$ cat src/rtl/sum_seq.sv
// sum_seq: multi-cycle adder/subtractor, CHUNK bits per clock with carry rippled between chunks.
// Latency: start accepted at edge t -> done pulse in the cycle after edge t+NCHUNK; one op per NCHUNK+2 cycles.
// Backpressure: ready=0 while RUN/DONE; start is ignored (not queued) unless ready=1.
//
// Ports:
//   clk, rst_n        - clock (rising edge), synchronous active-low reset
//   start/ready       - request / idle indication; accept = start & ready
//   sub, A, B, c_in   - operation select and operands, sampled on accept
//   done              - one-cycle pulse when S and flags are final
//   S, c_out, ovf, zero - result and flags, held until the next operation's done
//
// Optional: define SUM_SEQ_ACC_EN to add input 'acc'; when accepted with acc=1
// the current S replaces operand A (S <= S +/- B +/- c_in).

module sum_seq #(
  parameter int WIDTH = 16,
  parameter int CHUNK = 4
) (
  input  logic             clk,
  input  logic             rst_n,
  input  logic             start,
  input  logic             sub,
  input  logic [WIDTH-1:0] A,
  input  logic [WIDTH-1:0] B,
  input  logic             c_in,
`ifdef SUM_SEQ_ACC_EN
  input  logic             acc,
`endif
  output logic             ready,
  output logic             done,
  output logic [WIDTH-1:0] S,
  output logic             c_out,
  output logic             ovf,
  output logic             zero
);

  localparam int NCHUNK = WIDTH / CHUNK;
  localparam int KW     = (NCHUNK > 1) ? $clog2(NCHUNK) : 1;
  localparam logic [KW-1:0] K_LAST = KW'(NCHUNK - 1);

  // Reject configurations where the operand cannot be split into whole chunks.
  if (CHUNK < 1 || CHUNK > WIDTH || (WIDTH % CHUNK) != 0) begin : g_bad_chunk
    $error("sum_seq: CHUNK must be in 1..WIDTH and divide WIDTH");
  end

  typedef enum logic [1:0] {
    ST_IDLE = 2'd0,
    ST_RUN  = 2'd1,
    ST_DONE = 2'd2
  } state_t;

  state_t state_q, state_nxt;

  // Control decoded from the state.
  logic accept;
  logic running;
  logic last;

  // Operand shift registers: the chunk being summed is always the low CHUNK bits.
  logic [WIDTH-1:0] a_q, b_q;
  logic             carry_q;
  logic [KW-1:0]    k_q;

  // Working result: chunks shift in from the top so that after NCHUNK cycles
  // chunk 0 sits in the low bits. Visible outputs are copied from it only at the end.
  logic [WIDTH-1:0] work_q;

  logic [WIDTH-1:0] s_q;
  logic             c_out_q, ovf_q, zero_q;

  logic [WIDTH-1:0] a_sel;
  logic [CHUNK-1:0] a_chunk, b_chunk;
  logic [CHUNK:0]   chunk_sum;
  logic [WIDTH+CHUNK-1:0] work_cat;
  logic [WIDTH-1:0] work_nxt;
  logic             msb_carry_in;

`ifdef SUM_SEQ_ACC_EN
  assign a_sel = acc ? s_q : A;
`else
  assign a_sel = A;
`endif

  // ---------------------------------------------------------------------
  // FSM: state register
  // ---------------------------------------------------------------------
  always_ff @(posedge clk) begin
    if (!rst_n) begin
      state_q <= ST_IDLE;
    end else begin
      state_q <= state_nxt;
    end
  end

  // ---------------------------------------------------------------------
  // FSM: next state and handshake outputs
  // ---------------------------------------------------------------------
  always_comb begin
    state_nxt = state_q;
    ready     = 1'b0;
    done      = 1'b0;
    accept    = 1'b0;
    running   = 1'b0;
    last      = 1'b0;
    case (state_q)
      ST_IDLE: begin
        ready = 1'b1;
        if (start) begin
          accept    = 1'b1;
          state_nxt = ST_RUN;
        end
      end
      ST_RUN: begin
        running = 1'b1;
        if (k_q == K_LAST) begin
          last      = 1'b1;
          state_nxt = ST_DONE;
        end
      end
      ST_DONE: begin
        done      = 1'b1;
        state_nxt = ST_IDLE;
      end
      default: begin
        state_nxt = ST_IDLE;
      end
    endcase
  end

  // ---------------------------------------------------------------------
  // Chunk adder
  // ---------------------------------------------------------------------
  assign a_chunk   = a_q[CHUNK-1:0];
  assign b_chunk   = b_q[CHUNK-1:0];
  assign chunk_sum = {1'b0, a_chunk} + {1'b0, b_chunk} + {{CHUNK{1'b0}}, carry_q};

  assign work_cat  = {chunk_sum[CHUNK-1:0], work_q};
  assign work_nxt  = work_cat[WIDTH+CHUNK-1:CHUNK];

  // The carry into a bit position equals a ^ b ^ sum at that position; this
  // recovers the carry into the MSB without a separate narrower adder and
  // works for any CHUNK including 1.
  assign msb_carry_in = a_chunk[CHUNK-1] ^ b_chunk[CHUNK-1] ^ chunk_sum[CHUNK-1];

  // ---------------------------------------------------------------------
  // Datapath registers
  // ---------------------------------------------------------------------
  always_ff @(posedge clk) begin
    if (!rst_n) begin
      a_q     <= '0;
      b_q     <= '0;
      carry_q <= 1'b0;
      k_q     <= '0;
      work_q  <= '0;
      s_q     <= '0;
      c_out_q <= 1'b0;
      ovf_q   <= 1'b0;
      zero_q  <= 1'b1;
    end else if (accept) begin
      // Subtract is A + ~B + ~borrow_in; the S register is left untouched.
      a_q     <= a_sel;
      b_q     <= sub ? ~B : B;
      carry_q <= sub ^ c_in;
      k_q     <= '0;
    end else if (running) begin
      a_q     <= a_q >> CHUNK;
      b_q     <= b_q >> CHUNK;
      carry_q <= chunk_sum[CHUNK];
      work_q  <= work_nxt;
      k_q     <= k_q + 1'b1;
      if (last) begin
        s_q     <= work_nxt;
        c_out_q <= chunk_sum[CHUNK];
        ovf_q   <= msb_carry_in ^ chunk_sum[CHUNK];
        zero_q  <= (work_nxt == '0);
      end
    end
  end

  assign S     = s_q;
  assign c_out = c_out_q;
  assign ovf   = ovf_q;
  assign zero  = zero_q;

endmodule

$ cat config.mk
export PLATFORM = sky130hd
export DESIGN_NAME = sum_seq
export DESIGN_NICKNAME = d
export VERILOG_FILES = /design/src/rtl/sum_seq.sv
export SDC_FILE = /design/constraint.sdc
export NUM_CORES = 1
export LEC_CHECK = 0
export ABC_AREA = 1
export BUFFER_PORTS_ARGS = -buffer_cell sky130_fd_sc_hd__buf_2
export CORE_MARGIN = 8
export CORE_UTILIZATION = 50
export CTS_BUF_LIST = sky130_fd_sc_hd__clkbuf_4 sky130_fd_sc_hd__clkbuf_8
export DETAILED_ROUTE_END_ITERATION = 16
export HOLD_SLACK_MARGIN = 0.05
export PLACE_DENSITY = 0.72
export SYNTH_ARGS = -nofsm -noshare
export SYNTH_HDL_FRONTEND = slang
export SYNTH_SLANG_ARGS = --single-unit
$ cat constraint.sdc
create_clock -name clk -period 3.35 [get_ports clk]
set_clock_uncertainty 0.05 [all_clocks]
set_input_delay 0.1675 -clock clk [delete_from_list [all_inputs] [get_ports clk]]
set_output_delay 0.1675 -clock clk [all_outputs]
set_load 0.05 [all_outputs]
* Yosys cells after proc, flatten, opt, wreduce, memory -nomap -nowiden
Index checks and enable logic that the tools add are counted.
Storage, ports and cells: flip-flop bits (word level) 72, latch bits 0, memory bits (writable) 0, ROM bits 0, input port bits 37, output and inout port bits 21, logic and storage cells 49, memories kept 0
Cells by class: add/sub/neg operators 3, multiply operators 0, divide/modulo/power cells 0, magnitude comparators 0, eq/ne operators 5, shifts and indexed selects 0, multiplexer cells 17, bitwise logic cells 7, reduce and logical (&&, ||, !) cells 7
Operator list (count):
- 16-bit 2-to-1 mux | 5
- 16-bit zero test | 1
- 16-bit NOT | 1
- 1-bit 2-to-1 mux | 9
- 4-bit by 4-bit adder with 5-bit output | 1
- 5-bit by 1-bit adder with 5-bit output | 1
- 2-bit equality test (second input constant) | 2
- 2-bit 2-to-1 mux | 2
- 2-bit != test (second input constant) | 2
- 2-bit one-hot mux with 2 select lines | 1
- 2-bit AND reduction | 2
- 1-bit XOR | 4
- 3-bit AND reduction | 1
- 2-bit by 1-bit adder with 2-bit output (second input constant) | 1
- 2-bit by 1-bit equality test with 1-bit output (second input constant) | 1
- 2-bit zero test | 1
- 1-bit NOT | 2
- 2-bit nonzero test | 1
- 2-bit OR reduction | 1

* Logic depth before layout (Yosys ltp)
depth in word-level cells 4, mapped depth 9, depth with buffers taken out 9

* Worst setup path after synthesis
No wires, ideal clock.
kind flip-flop to flip-flop, start reg a_q[0], end reg zero_q, in the netlist zero, setup time 0.060 ns, arrival 1.646 ns, required time 3.240 ns, setup slack 1.594 ns, cell stages (with the launch flop) 10, buffers on the path 0, clock period less this slack 1.756 ns, cell sequence dfxtp_1 -> fa_1 -> fa_1 -> nor2_1 -> nand2_1 -> nor2_1 -> nand2_1 -> nor2_1 -> nand2_1 -> nand2_1
On the way: word-level cells in the longest chain between the ends 3
Ends and longest elaborated chain:
- start: declaration | line 60 | logic [WIDTH-1:0] a_q, b_q;
- start signal: assignment | line 161 | a_q <= a_sel;
- start signal: assignment | line 166 | a_q <= a_q >> CHUNK;
- 4-bit by 4-bit adder with 5-bit output | line 135 | assign chunk_sum = {1'b0, a_chunk} + {1'b0, b_chunk} + {{CHUNK{1'b0}}, carry_q};
- 5-bit by 1-bit adder with 5-bit output | line 135
- via chunk_sum[1] | line 73 | logic [CHUNK:0] chunk_sum;
- 16-bit zero test | line 175 | zero_q <= (work_nxt == '0);
- end signal: assignment | line 175
- end: declaration | line 69 | logic c_out_q, ovf_q, zero_q;
The timed path passes the listed nets, and every way through them passes these cells. A chain may end at the register's enable or synchronous reset.

* Worst setup path after layout
start reg a_q[0], end reg carry_q
On the way: word-level cells in the longest chain between the ends 4
Ends and longest elaborated chain:
- 4-bit by 4-bit adder with 5-bit output | line 135
- 5-bit by 1-bit adder with 5-bit output | line 135
- 1-bit 2-to-1 mux | line 165 | end else if (running) begin
- 1-bit 2-to-1 mux | line 159 | end else if (accept) begin
- end signal: assignment | line 163 | carry_q <= sub ^ c_in;
- end signal: assignment | line 168 | carry_q <= chunk_sum[CHUNK];
- end: declaration | line 61 | logic carry_q;
Every way passes these cells. The select of a mux whose other input is x is not followed.

==> impl_metrics.json <==
{
  "outcome": "completed",
  "yosys.area_share.simple_pct": 30.1,
  "drt_iter0_markers": 105,
  "synth_top_family_by_area": "simple AND/OR/NAND/NOR gates",
  "final_common_cell": "nand2_1",
  "final_cell_mix": "nand2_1, dfxtp_1, buf_2, nor2_1, nand3_1",
  "wl_met1_mm": 3.03,
  "ys_types": 26,
  "wl_mm": 7.12,
  "pwr-share-comb_pct": 12.3,
  "synth_compound_area_share_pct": 10.4,
  "cts_tree": "yes",
  "antenna_found_initial": 0,
  "hpwlAfterDp_mm": 4.59,
  "highest_layer": "met4",
  "yosys_register_bits": 68,
  "post_synth.cell_area_avg_um2": 7.23,
  "postCtsSetupBuffers": 0,
  "clock_path_buffers": 2,
  "cp_max_fo": 3,
  "crit_path_end_kind": "flip-flop",
  "period_needed_ns": 1.91,
  "synth_adder_area_share_pct": 3.02,
  "rows": 28,
  "viasPerCell": 5.03,
  "grt_pass1_wl_mm": 12.5,
  "tightestPinTransition_ns": 0.991,
  "netlist_instances": 412,
  "power.share.clock_pct": 40.5,
  "sw_frac_of_total_pct": 25.6,
  "timing.final.crit_share_pct": 57.1,
  "fin_nets": 522,
  "drv_cap": 0,
  "seq_power_share_pct": 47.2,
  "synth-xor-area-share_pct": 4.11,
  "start_util_pct": 50.9,
  "setup_slack_ns": 1.44,
  "p_per_area_mw_per_mm2": 505,
  "first_pass_iters": 4,
  "synthMuxAreaShare_pct": 0,
  "areaGrowthSynthToFinish_pct": 23.5,
  "ctsResizeCount": 0,
  "cts_num_sinks": 68,
  "clk_pin_slew_worst_paths_ns": 0.07,
  "io_pins": 58,
  "ant_nets": 0,
  "p_leak_nw": 1.73,
  "crit_type": "reg2reg",
  "pre_cts_ws_ns": 1.44,
  "slew_viol_final": 0,
  "cts-root-buf": "clkbuf_8",
  "cp.arrival_ns": 2.05,
  "max_freq_mhz": 523,
  "dpl-instance-area_mm2": 0.00328,
  "wl_met3_um": 368,
  "die_w_um": 93.2,
  "place.gp.congestion": 0.802,
  "route.met2.wl_mm": 3.62,
  "n_antenna_cell": 0,
  "p_sw_mw": 0.477,
  "min_path_type": "in2reg",
  "fin_area_mm2": 0.00368,
  "first_global_vias": 2763,
  "grt-ovfl-total": 0,
  "syn_area_mm2": 0.00298,
  "drive_gt1_share_pct": 18.4,
  "grt_max_degree": 41,
  "htreeDepth": 3,
  "rsz0062_at_grt": "no",
  "finalSetupTns_ns": 0,
  "max_slew_margin_pct": 33.8,
  "dieArea_mm2": 0.00869,
  "wire_per_inst_um": 12.7,
  "synth_warnings": 0,
  "nFillCells": 527,
  "hold_viol": 0,
  "clk_latency_ns": 0.34,
  "start_kind": "flip-flop",
  "die_h_um": 93.2,
  "grt_usage_pct": 17.9,
  "portBuffers": 57,
  "cts_buffers": 9,
  "drc": 0,
  "p_int_mw": 1.38,
  "synth.net_count": 455,
  "synth-seq-area-share_pct": 45.7,
  "core_area_mm2": 0.00585,
  "ir_worst_vdd_mv": 0.324,
  "critical_path_required_ns": 3.49,
  "setup_viol": 0,
  "vias": 2809,
  "hold_ws_ns": 0.0607
}
-- routing by layer --
metal / vias up / GRT usage [%]
met5: - / 0
met4: 0 / 6.98
met3: 8 / 5.37
met2: 65 / 31.2
met1: 1297 / 20.0
li1: 1439 / -
-- layout make-up --
type	instances	area (µm²)	share of cell area [%]
clock inverters	6	87.6	2.38
clock buffers	10	138	3.74
repair buffers	78	488	13.3
inverters	25	93.8	2.55
multi-input cells	297	1420	38.5
well taps	75	93.8	2.55
flip-flops and latches	68	1360	37.0
-- Yosys cell counts (all sizes together) --
master | count | area share [%]
buf | 16 | 2.8
o21ai | 21 | 3.7
nor2 | 41 | 5.5
a211oi | 1 | 0.25
a21oi | 16 | 2.7
xnor2 | 2 | 0.59
a31oi | 17 | 3.6
clkinv | 1 | 0.13
nand3 | 30 | 5.0
xor2 | 12 | 3.5
dfxtp | 68 | 46
nand2 | 143 | 18
clkbuf | 6 | 0.76
fa | 2 | 1.3
or2 | 6 | 1.3
o21a | 1 | 0.25
inv | 24 | 3.0
nor3 | 1 | 0.17
ha | 4 | 1.7
-- logic make-up after synthesis --
group,count (synthesis)
AOI/OAI and AO/OA,56
xor gates and xnor gates,14
adders and majority gates,6
buffers and inverters,47
DFF,68
and+or+nand+nor,221
-- critical path, stage by stage (launching register included) --
cell     delay [ns]
dfxtp_1        0.33
fa_1           0.47
fa_1           0.44
inv_1          0.07
nor2_1         0.04
nor2_1         0.16
nor2_1         0.06
nor2_1         0.11
nor2_1         0.04
-- what timing repair did --
action | 4_1_cts | 5_1_grt
hold buffers | 18 | 0
hold endpoints to repair | 18 | 0
endpoints found under the setup margin | 0 | 0
-- sequential cells by signal (all words and copies together), names as in the netlist, 2 cells and up --
name / flops
state_q: 2
work_q: 12
a_q: 16
k_q: 2
b_q: 16
S: 16
-- worst paths after layout --
kind | from | to | slack [ns] | depth (start not counted)
setup / recovery | a_q[0] | carry_q | 1.44 | 8
hold / removal | B[12] | b_q[12] | 0.06 | 4
setup reg to reg | a_q[0] | carry_q | 1.44 | 8
hold reg to reg | b_q[14] | b_q[14] | 0.42 | 2
-- power groups by stage --
stage | clock network [mW] | logic [mW] | registers [mW]
6_report | 0.753 | 0.229 | 0.878
5_1_grt | 0.801 | 0.261 | 0.884
4_1_cts | 0.764 | 0.227 | 0.878
3_5_place_dp | 0 | 0.211 | 0.897
3_3_place_gp | 0 | 0.206 | 0.895
2_1_floorplan | 0 | 0.158 | 0.890
-- through the flow --
stage | power [mW] | instances | utilization [%]
3_3_place_gp | 1.10 | 525 | 56.0
2_1_floorplan | 1.05 | 412 | -
4_1_cts | 1.87 | 559 | 62.9
3_5_place_dp | 1.11 | 525 | 56.0
5_1_grt | 1.95 | 559 | 62.9
6_report | 1.86 | 559 | 62.9
No activity file was read; power rests on OpenSTA's default activity.
